[src/rtl/coef_rej_sampler_if.sv]
// rtl/coef_rej_sampler_if.sv - byte stream in / RAM port A out bundle for coef_rej_sampler
interface coef_rej_sampler_if #(
  parameter int ADDR_W = 12,
  parameter int DATA_W = 24
);
  logic [7:0]        s_data;
  logic              s_valid;
  logic              s_ready;
  logic              ram_we;
  logic [ADDR_W-1:0] ram_addr;
  logic [DATA_W-1:0] ram_din;

  modport master (
    output s_data, s_valid,
    input  s_ready, ram_we, ram_addr, ram_din
  );

  modport slave (
    input  s_data, s_valid,
    output s_ready, ram_we, ram_addr, ram_din
  );
endinterface

[src/rtl/coef_rej_sampler.sv]
// rtl/coef_rej_sampler.sv - XOF bytes to rejection-sampled coefficients; COEF_REJ_STATS_EN adds rej_cnt
module coef_rej_sampler #(
  parameter int Q      = 8380417,
  parameter int N_COEF = 256,
  parameter int ADDR_W = 12,
  parameter int DATA_W = 24
) (
  input  logic              clk,
  input  logic              rst_n,
  input  logic              start,
  input  logic [ADDR_W-1:0] base_addr,
  coef_rej_sampler_if.slave bus,
  output logic              busy,
  output logic              done
`ifdef COEF_REJ_STATS_EN
  ,
  output logic [15:0]       rej_cnt
`endif
);

  localparam int CNT_W = $clog2(N_COEF + 1);

  typedef enum logic [1:0] {IDLE, COLLECT, FINISH} state_t;

  state_t            state;
  state_t            state_nxt;
  logic [1:0]        byte_idx;
  logic [7:0]        b0;
  logic [7:0]        b1;
  logic [CNT_W-1:0]  count;
  logic [ADDR_W-1:0] base;
  logic [23:0]       cand;
  logic              xfer;
  logic              last_byte;
  logic              accept;
  logic              final_accept;
  logic              run_start;

  // b2[7] is masked off so the candidate is 23 bits wide
  assign cand         = {bus.s_data & 8'h7f, b1, b0};
  assign xfer         = bus.s_valid && (state == COLLECT);
  assign last_byte    = xfer && (byte_idx == 2'd2);
  assign accept       = last_byte && (cand < 24'(Q));
  assign final_accept = accept && (count == CNT_W'(N_COEF - 1));
  assign run_start    = (state == IDLE) && start;

  always_ff @(posedge clk) begin
    if (!rst_n) begin
      state <= IDLE;
    end else begin
      state <= state_nxt;
    end
  end

  always_comb begin
    state_nxt = state;
    case (state)
      IDLE:    if (start) state_nxt = COLLECT;
      COLLECT: if (final_accept) state_nxt = FINISH;
      FINISH:  state_nxt = IDLE;
      default: state_nxt = IDLE;
    endcase
  end

  always_comb begin
    bus.s_ready = 1'b0;
    busy        = 1'b0;
    done        = 1'b0;
    case (state)
      COLLECT: begin
        bus.s_ready = 1'b1;
        busy        = 1'b1;
      end
      FINISH:  done = 1'b1;
      default: ;
    endcase
  end

  always_ff @(posedge clk) begin
    if (!rst_n) begin
      byte_idx     <= 2'd0;
      b0           <= 8'h00;
      b1           <= 8'h00;
      count        <= '0;
      base         <= '0;
      bus.ram_we   <= 1'b0;
      bus.ram_addr <= '0;
      bus.ram_din  <= '0;
    end else begin
      bus.ram_we <= accept;
      if (accept) begin
        // address wraps naturally in ADDR_W bits
        bus.ram_addr <= base + ADDR_W'(count);
        bus.ram_din  <= DATA_W'(cand);
        count        <= count + 1'b1;
      end
      if (run_start) begin
        base     <= base_addr;
        byte_idx <= 2'd0;
        count    <= '0;
      end else if (xfer) begin
        case (byte_idx)
          2'd0:    begin b0 <= bus.s_data; byte_idx <= 2'd1; end
          2'd1:    begin b1 <= bus.s_data; byte_idx <= 2'd2; end
          default: byte_idx <= 2'd0;
        endcase
      end
    end
  end

`ifdef COEF_REJ_STATS_EN
  always_ff @(posedge clk) begin
    if (!rst_n) begin
      rej_cnt <= 16'h0000;
    end else if (run_start) begin
      rej_cnt <= 16'h0000;
    end else if (last_byte && !accept && (rej_cnt != 16'hffff)) begin
      rej_cnt <= rej_cnt + 16'h0001;
    end
  end
`endif

endmodule
[src/flat_wrapper.sv]
// flat-port wrapper written by rule: the top's interface ports become plain ports
module coef_rej_sampler_flat 
#(
  parameter int Q      = 8380417,
  parameter int N_COEF = 256,
  parameter int ADDR_W = 12,
  parameter int DATA_W = 24
)
  (clk, rst_n, start, base_addr, busy, done, bus_s_data, bus_s_valid, bus_s_ready, bus_ram_we, bus_ram_addr, bus_ram_din);
  coef_rej_sampler_if #(.ADDR_W(ADDR_W), .DATA_W(DATA_W)) bus_i ();
  input  logic clk;
  input  logic rst_n;
  input  logic start;
  input  logic [ADDR_W-1:0] base_addr;
  output logic busy;
  output logic done;
  input wire logic [$bits(bus_i.s_data)-1:0] bus_s_data;
  input wire logic [$bits(bus_i.s_valid)-1:0] bus_s_valid;
  output wire logic [$bits(bus_i.s_ready)-1:0] bus_s_ready;
  output wire logic [$bits(bus_i.ram_we)-1:0] bus_ram_we;
  output wire logic [$bits(bus_i.ram_addr)-1:0] bus_ram_addr;
  output wire logic [$bits(bus_i.ram_din)-1:0] bus_ram_din;
  assign bus_i.s_data = bus_s_data;
  assign bus_i.s_valid = bus_s_valid;
  assign bus_s_ready = bus_i.s_ready;
  assign bus_ram_we = bus_i.ram_we;
  assign bus_ram_addr = bus_i.ram_addr;
  assign bus_ram_din = bus_i.ram_din;
  coef_rej_sampler #(.Q(Q), .N_COEF(N_COEF), .ADDR_W(ADDR_W), .DATA_W(DATA_W)) u_core (.clk(clk), .rst_n(rst_n), .start(start), .base_addr(base_addr), .bus(bus_i), .busy(busy), .done(done));
endmodule
[config.mk]
export PLATFORM = sky130hd
export DESIGN_NAME = coef_rej_sampler_flat
export DESIGN_NICKNAME = d
export VERILOG_FILES = /design/src/rtl/coef_rej_sampler_if.sv /design/src/rtl/coef_rej_sampler.sv /design/src/flat_wrapper.sv
export SDC_FILE = /design/constraint.sdc
export NUM_CORES = 1
export LEC_CHECK = 0
export ABC_CLOCK_PERIOD_IN_PS = 2200
export BUFFER_PORTS_ARGS = -buffer_cell sky130_fd_sc_hd__buf_2
export CAP_MARGIN = 20
export CORE_MARGIN = 2
export CORE_UTILIZATION = 48
export DETAILED_ROUTE_END_ITERATION = 10
export PLACE_DENSITY = 0.71
export SLEW_MARGIN = 15
export SYNTH_ARGS = -nofsm -noshare
export SYNTH_HDL_FRONTEND = slang
export SYNTH_SLANG_ARGS = --single-unit
[constraint.sdc]
create_clock -name clk -period 2.2 [get_ports clk]
set_input_delay 0.66 -clock clk [delete_from_list [all_inputs] [get_ports clk]]
set_output_delay 0.66 -clock clk [all_outputs]
set_load 0.005 [all_outputs]
# == Yosys cells after proc, flatten, opt, wreduce, memory -nomap -nowiden ==
# Cells that the tools add are included.
# word_totals
regBits,77
latch_bits,0
mem_bits_rw,0
mem_bits_ro,0
in_bits,24
output_inout_bits,40
elab_cells,38
mem_count,0
# classes
add_sub_neg,2
multipliers,0
div_mod_pow,0
n_lt_le_gt_ge,1
n_eq_ne,7
shift,0
muxes,6
bitwise_logic,2
reduce_logical,11
# ops
cell,n
$lt 23x23->1 const B,1
$add 12x9->12,1
$add 9x1->9 const B,1
$eq 9x8->1 const B,1
$pmux 2 s2,2
$reduce_and 3->1,2
$logic_and 1x1->1,5
$eq 2x1->1 const B,2
$eq 2x2->1 const B,2
$logic_not 2->1,2
$mux 2,2
$mux 1,2
$ne 2x1->1 const B,1
$ne 2x2->1 const B,1
$not 1->1,2
$reduce_and 2->1,1
$reduce_or 2->1,1

# == Logic depth before layout (Yosys ltp) ==
# Gate-level depths: netlist of run 1.
# logic_depth
ltp_word,7
ltp_mapped,8
ltp_nobuf,8

# == Worst setup path before layout of run 1 ==
# No wires, ideal clock.
# synth_timing
kind,reg-to-reg
startpoint,reg u_core.count[0]
endpoint,reg u_core.bus.ram_addr[10]
setup_time_ns,0.081
arrival_time_ns,1.973
t_required_ns,2.119
setup_slack_ns,0.147
stages_incl_launch_ff,9
period_less_slack_ns,2.053
path_cell_list,dfxtp_1 ha_1 inv_1 fa_1 nand2b_1 a21oi_1 o31ai_1 o32a_1 a41oi_1
# synth_between
elab_chain_cells,1
# synth_rtl
element,line,text
from (decl),coef_rej_sampler.sv:30,logic [CNT_W-1:0] count;
from (signal assigned),coef_rej_sampler.sv:95,count <= count + 1'b1;
$add 12x9->12,coef_rej_sampler.sv:93,bus.ram_addr <= base + ADDR_W'(count);
to (signal assigned),coef_rej_sampler.sv:93,
to (decl),coef_rej_sampler_if.sv:20,"output s_ready, ram_we, ram_addr, ram_din"
# No other way between the ends.
# A chain may end at the register's enable or synchronous reset.

# == Final worst setup path of run 1 ==
# layout_timing
startpoint,reg u_core.b0[6]
endpoint,reg u_core.count[5]
# layout_between
elab_chain_cells,2
# layout_rtl
element,line,text
from (decl),coef_rej_sampler.sv:28,logic [7:0] b0;
from (signal assigned),coef_rej_sampler.sv:82,b0 <= 8'h00;
from (signal assigned),coef_rej_sampler.sv:103,2'd0: begin b0 <= bus.s_data; byte_idx <= 2'd1; end
$lt 23x23->1,coef_rej_sampler.sv:43,assign accept = last_byte && (cand < 24'(Q));
$logic_and 1x1->1,coef_rej_sampler.sv:43,
# No other way between the ends.

==> results of run 1 <==
-- cells in the mapped netlist, types with 3 or more instances --
| master | number | area (um2) |
|---|---|---|
| nand2_1 | 80 | 300.3 |
| dfxtp_1 | 77 | 1541 |
| a21oi_1 | 56 | 280.3 |
| nor2_1 | 27 | 101.4 |
| nand3_1 | 17 | 85.08 |
| clkbuf_1 | 14 | 52.55 |
| ha_1 | 11 | 137.6 |
| o21ai_0 | 11 | 55.05 |
| a22o_1 | 10 | 87.58 |
| mux2i_1 | 8 | 80.08 |
| inv_1 | 7 | 26.28 |
| a211oi_1 | 5 | 37.54 |
| xnor2_1 | 5 | 43.79 |
| nor3_1 | 4 | 20.02 |
| o21a_1 | 4 | 30.03 |
| or3_1 | 4 | 25.02 |
| a21o_1 | 3 | 22.52 |
| buf_2 | 3 | 15.01 |
| buf_4 | 3 | 22.52 |
| nand2b_1 | 3 | 18.77 |
| nand4_1 | 3 | 18.77 |
| o211ai_1 | 3 | 22.52 |
| o31ai_1 | 3 | 22.52 |
-- worst min-delay path, stage by stage (launching register included) --
cell     delay [ns]
dfxtp_1        0.31
nand2_1        0.05
a21oi_1        0.05
-- cell families (layout without fill, tap and decap cells) --
kind of cell             Yosys count  after routing  synth area share
AND/OR/NAND/NOR                  150            150            0.2005
AO/OA/AOI/OAI                    105            105            0.1990
flip-flops                        77             77            0.4733
buffers and inverters             28            104           0.03688
adder cells (fa/ha/maj)           12             12           0.04841
multiplexers                       8              8           0.02459
XOR/XNOR                           6              6           0.01614
other                              1              1          0.001151
-- flip-flops by register name, summed over array words and instances, names as in the netlist --
name	cells
u_core.bus.ram_addr	12
u_core.b1	8
u_core.base	12
u_core.bus.ram_we	1
u_core.count	9
u_core.bus.ram_din	23
u_core.byte_idx	2
u_core.state	2
u_core.b0	8
-- routing by layer --
layer | GRT usage | wire [um]
met5 | 0 | 0
met4 | 0.1023 | 146
met3 | 0.03333 | 331
met2 | 0.3301 | 3592
met1 | 0.3078 | 3853
-- path summary, 6_finish.rpt --
check / startpoint / end / slack [ns] / cells after the start
worst min register to register: u_core.bus.ram_addr[2]$_SDFFE_PN0P_ / u_core.bus.ram_addr[2]$_SDFFE_PN0P_ / 0.45 / 2
worst min-delay path: u_core.bus.ram_addr[2]$_SDFFE_PN0P_ / u_core.bus.ram_addr[2]$_SDFFE_PN0P_ / 0.45 / 2
worst max-delay path: u_core.b0[6]$_SDFFE_PN0P_ / u_core.count[5]$_SDFFE_PP0P_ / 0.1 / 6
worst max register to register: u_core.b0[6]$_SDFFE_PN0P_ / u_core.count[5]$_SDFFE_PP0P_ / 0.1 / 6
-- area by class of cell --
class	count	area share
Sequential cell	77	0.3917
Clock buffer	9	0.03148
Inverter	7	0.006677
Timing Repair Buffer	82	0.1202
Multi-Input combinational cell	282	0.4143
Clock inverter	6	0.01017
Tap cell	80	0.02544
-- power breakdown --
group	switching (mW)	internal, mW
registers	0.0244	1.42
clock network	0.529	0.403
logic	0.111	0.0778
total	0.665	1.90
-- what timing repair did --
action,in CTS,in global routing
endpoints found under the setup margin,0,2
setup buffers,0,1
gates resized for setup,0,5
==> metrics, run 1 <==
status completed; worst path arrival time around 2.4 ns; Layout Utilization 0.5890; placed cell count between 500 and 600; P_leak about 1.6 nW; TritonRoute pass-1 iters 5; via count 2999; initial antenna violation count 0; gr usage total 0.2187; CP max FO 30; RSZ-0062 raised after global routing no; Avg Vias per Cell 5.523; fmax between 400 and 500 MHz; register area share after synthesis 0.4733; Nets approximately 500; fin. max-slew vios 0; Worst Setup End Kind flip-flop; critical path class reg -> reg; # diodes 0; total global routing overflow 0; worst setup margin 0.09647 ns; Post-DP HPWL between 5 and 6 mm; synthesis-to-finish area growth 20.82%; post-route ant nets 0; final instance area about 0.0039 mm2; total chip power 2.566 mW; Synth Register Bits between 70 and 80; Syn Area/Cell ~8.4 um2; multi-input logic area 0.001630 mm2; Root Driver clkbuf_8; VDD IR max 376.0 uV; clock slew at reported path FFs 0.08 ns; CP Buf/Inv Count 1; Largest delay share family, worst path simple AND/OR/NAND/NOR gates; CTS Sinks 77; Avg WL per Cell 14.59 um; CP cell instances nor4_1 -> nand4_1 -> a21o_1 -> buf_12 -> or4_1 -> a21oi_1; Final Critical Period around 2.1 ns; most frequent cells in the layout nand2_1 (80), dfxtp_1 (77), buf_2 (62); Clock Latency Late Sink roughly 0.35 ns; Cell Area, Synth roughly 0.0033 mm2; DRC errors left 0; Cell Area, Placed 0.003732 mm2; Die Height roughly 86 um; Tightest Pin Transition 0.9437 ns; die area approximately 0.0075 mm2; Hold Fails Final Rpt 0; CTS tree built; H-tree lvl count 3; critical path launch point type flip-flop; syn_nets about 420; hold bufs inserted after CTS 0; Slowest cell on crit path or4_1; largest net degree at the start of global routing between 40 and 50; Worst slew margin 0.3709; commonest non-fill, non-tap cell in the layout nand2_1; Initial Util 0.4875; Max clock buf depth 2; Die Wd 86.37 um; first-pass GRT wire length about 13 mm; Clock Skews 0.009771 ns; Async SR Flop Fraction 0; fill cell count between 600 and 700; number of port buffers 62; core box area 0.006681 mm2; 1st-iter DRT viols 107; final-report setup violation count 0; Most used DFF post-synth dfxtp_1; TritonCTS buffer count 9; power per cell area between 600 and 700 mW/mm2; Cells after Synth just under 400; layout cells sized above 1 0.2246; Final Cycle Share 0.9561; slowest stage delay, CP roughly 0.46 ns; worst hold slack between 0.4 and 0.5 ns; total wire length ~7.9 mm; EDFF count, synth 0; floorplan row count 30; vias in the first global route between 2000 and 3000; DP Worst Slack about 0.039 ns; worst min-delay path category reg -> reg; Sequential Area 0.001541 mm2; final RePlAce weighted congestion about 0.83; WP data required roughly 2.5 ns; Setup TNS 0 ns; Netlist cell types 45; max_cap viols 0; IO Pins 64; Yosys warning count 0; non-filler cells, final roughly 540
Note: power is estimated with default switching activity, not from simulation.
==> run 2: changes to the inputs <==
Settings changed: CTS_CLUSTER_DIAMETER set to 80, SETUP_SLACK_MARGIN set to 0.5.
==> metrics, run 2 (same netlist as run 1, synthesis figures left out) <==
Final Cycle Share 0.8602 (was 0.9561); Die Wd 86.37 um (unchanged); Die Height 86.37 um (unchanged); commonest non-fill, non-tap cell in the layout dfxtp_1 (was nand2_1); CTS Sinks 77 (unchanged); CP max FO 8 (was 30); total internal power 2.158 mW (was 1.901 mW); worst min-delay path category reg -> reg (unchanged); final RePlAce weighted congestion 0.8674 (was 0.8325); Hold Fails Final Rpt 0 (unchanged); Worst R2R Start u_core.b1[0]$_SDFFE_PN0P_ (was u_core.b0[6]$_SDFFE_PN0P_); TritonCTS buffer count 9 (unchanged); VDD IR max 456.6 uV (was 376.0 uV); Critical Path Start u_core.b1[0]$_SDFFE_PN0P_ (was u_core.b0[6]$_SDFFE_PN0P_); fmax 528.4 MHz (was 475.4 MHz); Regs by FF count u_core.bus.ram_din x23, u_core.base x12, u_core.bus.ram_addr x12 (unchanged); fin. max-slew vios 0 (unchanged); number of flip-flops in the largest register 23 (unchanged); Clock Latency Late Sink 0.35 ns (about the same); Setup crit end u_core.count[5]$_SDFFE_PP0P_ (unchanged); Worst slew margin 0.6146 (was 0.3709); fill cell count 496 (was 626); layout cells sized above 1 0.4435 (was 0.2246); initial antenna violation count 0 (unchanged); clock group share of total power 0.407 (was 0.363); Final Critical Period 1.893 ns (was 2.104 ns); largest register by flop count u_core.bus.ram_din (unchanged); Tightest Pin Transition 0.5767 ns (was 0.9437 ns); gr busiest metal met2 (unchanged); CTS tree built (unchanged); worst r2r path cells 6 (unchanged); number of port buffers 62 (unchanged); IO Pins 64 (unchanged); total global routing overflow 0 (unchanged); GR Layer Usage met1 0.3059 (was 0.3078); GR Util met2 0.3958 (was 0.3301); synthesis-to-finish area growth 48.14% (was 20.82%); Clock Skews 0.009215 ns (was 0.009771 ns); Nets 519 (was 495); Worst Setup End Kind flip-flop (unchanged); Reg power frac 0.507 (was 0.563); Initial Util 0.4875 (unchanged); vias in the first global route 2999 (was 2718); M3 GR Usage 0.05810 (was 0.03333); P_leak 2.120 nW (was 1.595 nW); critical path class reg -> reg (unchanged); Avg WL per Cell 17.19 um (was 14.59 um); floorplan row count 30 (unchanged); power per cell area 594.1 mW/mm2 (was 652.0 mW/mm2); worst setup margin 0.3075 ns (was 0.09647 ns); # diodes 0 (unchanged); gr usage total 0.2420 (was 0.2187); DP Worst Slack 0.1360 ns (was 0.03902 ns); R2R Setup Slk 0.31 ns (was 0.1 ns); critical path launch point type flip-flop (unchanged); most frequent cells in the layout dfxtp_1 (65), buf_2 (60), nand2_1 (52) (was nand2_1 (80), dfxtp_1 (77), buf_2 (62)); Avg Vias per Cell 5.824 (was 5.523); WP data required 2.48 ns (about the same); Logic pwr share 0.086 (was 0.074); status completed (unchanged); max_cap viols 0 (unchanged); first-pass GRT wire length 14.26 mm (was 12.96 mm); reg2reg end u_core.count[5]$_SDFFE_PP0P_ (unchanged); via count 3302 (was 2999); final-report setup violation count 0 (unchanged); Switch Pwr 707.9 uW (was 664.8 uW); hold bufs inserted after CTS 0 (unchanged); Setup TNS 0 ns (unchanged); H-tree lvl count 3 (unchanged); 1st-iter DRT viols 229 (was 107); TritonRoute pass-1 iters 4 (was 5); Max clock buf depth 2 (unchanged); total wire length 9.747 mm (was 7.923 mm); RSZ-0062 raised after global routing yes (was no); post-route ant nets 0 (unchanged); Root Driver clkbuf_8 (unchanged); largest net degree at the start of global routing 42 (was 49); Post-DP HPWL 5.526 mm (was 5.602 mm); DRC errors left 0 (unchanged); die area 0.007460 mm2 (unchanged); worst path arrival time 2.17 ns (was 2.38 ns); clock slew at reported path FFs 0.08 ns (about the same); Sw Share 0.2470 (was 0.2591); core box area 0.006681 mm2 (unchanged)
==> run 2: cell types whose count changed in the layout (fill, tap and decap cells not counted), sizes merged <==
cell and change:
clkbuf +2, clkinv -1, bufinv +2, buf +22
clkinvlp -1
==> run 2: power groups by stage <==
stage	logic (mW)	registers, mW	clock network (mW)
after floorplan	0.120	1.47	0
after global placement	0.176	1.48	0
after detailed placement	0.182	1.48	0
after CTS	0.215	1.45	1.17
after global routing	0.265	1.46	1.24
final	0.247	1.45	1.17
==> run 2: worst min path at each step <==
stage	slack (ns)	depth (start not counted)	to	from
3_5_place_dp	0.44	2	u_core.bus.ram_addr[3]$_SDFFE_PN0P_	u_core.bus.ram_addr[3]$_SDFFE_PN0P_
4_1_cts	0.45	2	u_core.bus.ram_addr[3]$_SDFFE_PN0P_	u_core.bus.ram_addr[3]$_SDFFE_PN0P_
5_1_grt	0.46	2	u_core.bus.ram_addr[2]$_SDFFE_PN0P_	u_core.bus.ram_addr[2]$_SDFFE_PN0P_
3_3_place_gp	0.44	2	u_core.bus.ram_addr[3]$_SDFFE_PN0P_	u_core.bus.ram_addr[3]$_SDFFE_PN0P_
2_1_floorplan	0.44	2	u_core.bus.ram_din[3]$_SDFFE_PN0P_	u_core.b0[3]$_SDFFE_PN0P_
6_report	0.45	2	u_core.bus.ram_addr[2]$_SDFFE_PN0P_	u_core.bus.ram_addr[2]$_SDFFE_PN0P_
==> run 2: timing repair <==
action                                  CTS  global route
buffers inserted                         22             6
endpoints found under the setup margin   44            58
gates resized for setup                  39            95
pin swaps                                19            54
cloned                                    4             2
==> run 2: through the flow <==
step                      utilization  instances  hold slack, ns  cell area [um2]  power [mW]
after floorplan                     -        387          0.4438             3328       1.589
after detailed placement       0.5596        518          0.4437             3739       1.660
after global routing           0.7221        567          0.4632             4825       2.958
after global placement         0.5596        518          0.4380             3739       1.654
final                          0.7221        567          0.4527             4825       2.866
after CTS                      0.6560        559          0.4548             4383       2.829
==> run 2: metal layers <==
metal | routed length, um | vias to the layer above
met4 | 220 | 0
met5 | 0 | -
met1 | 4095 | 1615
met3 | 509 | 26
li1 | - | 1547
met2 | 4922 | 114
==> run 2: layout make-up <==
type,count,area (um2),share of cell area
clock buffer,9,123.9,0.02567
clock inverter,6,87.58,0.01815
inverter,7,26.28,0.005446
multi-input combinational,282,2074,0.4300
sequential,77,1564,0.3242
tap,80,100.1,0.02075
timing repair buffer,106,848.3,0.1758
==> run 2: worst max-delay path, stage by stage (launching register included) <==
cell,delay (ns)
dfxtp_2,0.35
nor4_2,0.28
nand4_1,0.19
a21o_1,0.26
buf_12,0.14
or4_4,0.47
a21oi_2,0.12
==> run 3: changes to the inputs <==
Settings changed: GPL_TIMING_DRIVEN set to 0, PLACE_DENSITY 0.71 to 0.82.
==> metrics, run 3 (same netlist as run 1, synthesis figures left out) <==
Worst slew margin 0.3754 (was 0.6146); largest register by flop count u_core.bus.ram_din (unchanged); 1st-iter DRT viols 354 (was 229); TritonCTS buffer count 9 (unchanged); critical path class reg -> reg (unchanged); WP data required 2.50 ns (was 2.48 ns); number of flip-flops in the largest register 23 (unchanged); clock slew at reported path FFs 0.09 ns (was 0.08 ns); Initial Util 0.4875 (unchanged); Regs by FF count u_core.bus.ram_din x23, u_core.base x12, u_core.bus.ram_addr x12 (unchanged); Root Driver clkbuf_8 (unchanged); fin. max-slew vios 0 (unchanged); core box area 0.006681 mm2 (unchanged); Clock Latency Late Sink 0.37 ns (was 0.35 ns); Die Wd 86.37 um (unchanged); Final Cycle Share 0.9014 (was 0.8602); worst min-delay path category reg -> reg (unchanged); critical path launch point type flip-flop (unchanged); total global routing overflow 0 (unchanged); Final Critical Period 1.983 ns (was 1.893 ns); CTS Sinks 77 (unchanged); worst hold slack 0.4632 ns (was 0.4527 ns); TritonRoute pass-1 iters 5 (was 4); max_cap viols 0 (unchanged); commonest non-fill, non-tap cell in the layout dfxtp_1 (unchanged); Clock Skews 0.01434 ns (was 0.009215 ns); layout cells sized above 1 0.4569 (was 0.4435); vias in the first global route 3121 (was 2999); total chip power 2.927 mW (was 2.866 mW); Tightest Pin Transition 0.9369 ns (was 0.5767 ns); DRC errors left 0 (unchanged); placed cell count 529 (was 518); CTS tree built (unchanged); Avg WL per Cell 20.57 um (was 17.19 um); Avg Vias per Cell 6.301 (was 5.824); Die Height 86.37 um (unchanged); Sequential Area 0.001562 mm2 (was 0.001564 mm2); gr usage total 0.2528 (was 0.2420); fill cell count 401 (was 496); total wire length 11.91 mm (was 9.747 mm); Layout Utilization 0.7403 (was 0.7221); most frequent cells in the layout dfxtp_1 (65), buf_2 (61), nand2_1 (53) (was dfxtp_1 (65), buf_2 (60), nand2_1 (52)); initial antenna violation count 0 (unchanged); via count 3648 (was 3302); floorplan row count 30 (unchanged); post-route ant nets 0 (unchanged); number of port buffers 62 (unchanged); Nets 530 (was 519); Worst Setup End Kind flip-flop (unchanged); Hold Fails Final Rpt 0 (unchanged); Max clock buf depth 2 (unchanged); final RePlAce weighted congestion 0.8493 (was 0.8674); worst path arrival time 2.28 ns (was 2.17 ns); P_leak 2.202 nW (was 2.120 nW); die area 0.007460 mm2 (unchanged); Setup TNS 0 ns (unchanged); multi-input logic area 0.002102 mm2 (was 0.002074 mm2); H-tree lvl count 3 (unchanged); power per cell area 591.8 mW/mm2 (was 594.1 mW/mm2); IO Pins 64 (unchanged); final-report setup violation count 0 (unchanged); Post-DP HPWL 5.740 mm (was 5.526 mm); synthesis-to-finish area growth 51.86% (was 48.14%); non-filler cells, final 579 (was 567); VDD IR max 456.3 uV (was 456.6 uV); fmax 504.3 MHz (was 528.4 MHz); RSZ-0062 raised after global routing yes (unchanged); R2R Setup Slk 0.22 ns (was 0.31 ns); first-pass GRT wire length 14.80 mm (was 14.26 mm); largest net degree at the start of global routing 15 (was 42); CP max FO 8 (unchanged); # diodes 0 (unchanged); status completed (unchanged)
[run 3: changes by cell type in the layout (fill, tap and decap cells not counted), sizes merged]
| cell | change |
|---|---|
| buf | -4 |
| inv | +1 |
| clkbuf | +16 |
| bufinv | -1 |
[run 3: layer usage]
metal | share of wire | vias up | track usage
li1 | - | 1575 | -
met1 | 0.39 | 1703 | 0.3246
met2 | 0.45 | 281 | 0.3979
met3 | 0.10 | 89 | 0.06000
met4 | 0.065 | 0 | 0.1264
met5 | 0 | - | 0
[run 3: what timing repair did]
action | in CTS | in global routing
buffers inserted | 20 | 7
hold buffers | 0 | 0
resized for setup | 53 | 120
pin swaps | 15 | 50
setup endpoints to repair | 47 | 68
gates cloned | 4 | 3
[run 3: where the power goes]
part	internal, mW	leakage (nW)	switching, mW	total, mW
registers	1.42	0.629	0.0315	1.45
logic	0.127	1.46	0.169	0.295
clock network	0.599	0.112	0.582	1.18
[run 3: cell type report]
cell class                      instances  area share
Tap cell                               80     0.02024
Multi-Input combinational cell        282      0.4250
Timing Repair Buffer                   96      0.1437
Sequential cell                        77      0.3157
Clock inverter                          6     0.01341
Buffer                                 21     0.04655
Clock buffer                           10     0.03010
Inverter                                7    0.005312
[run 3: path summary, 6_finish.rpt]
check / startpoint / endpoint / cells after the start
setup / recovery: u_core.b0[7]$_SDFFE_PN0P_ / u_core.count[5]$_SDFFE_PP0P_ / 7
hold / removal: u_core.bus.ram_din[3]$_SDFFE_PN0P_ / u_core.bus.ram_din[3]$_SDFFE_PN0P_ / 2
setup reg to reg: u_core.b0[7]$_SDFFE_PN0P_ / u_core.count[5]$_SDFFE_PP0P_ / 7
hold reg to reg: u_core.bus.ram_din[3]$_SDFFE_PN0P_ / u_core.bus.ram_din[3]$_SDFFE_PN0P_ / 2
[run 3: worst max-delay path: stages (launching register included)]
cell and delay (ns):
dfxtp_2 0.35, nor4_4 0.28, nand4_1 0.15, buf_6 0.16, a21o_1 0.16, buf_6 0.14
or4_1 0.51, a21oi_1 0.17
[run 3: per-stage QoR]
step	setup WS [ns]	area, um2
after floorplan	0.3836	3328
after global placement	-0.03089	3739
after detailed placement	-0.04222	3739
after CTS	0.3087	4383
after global routing	0.1751	4946
final	0.2169	4946
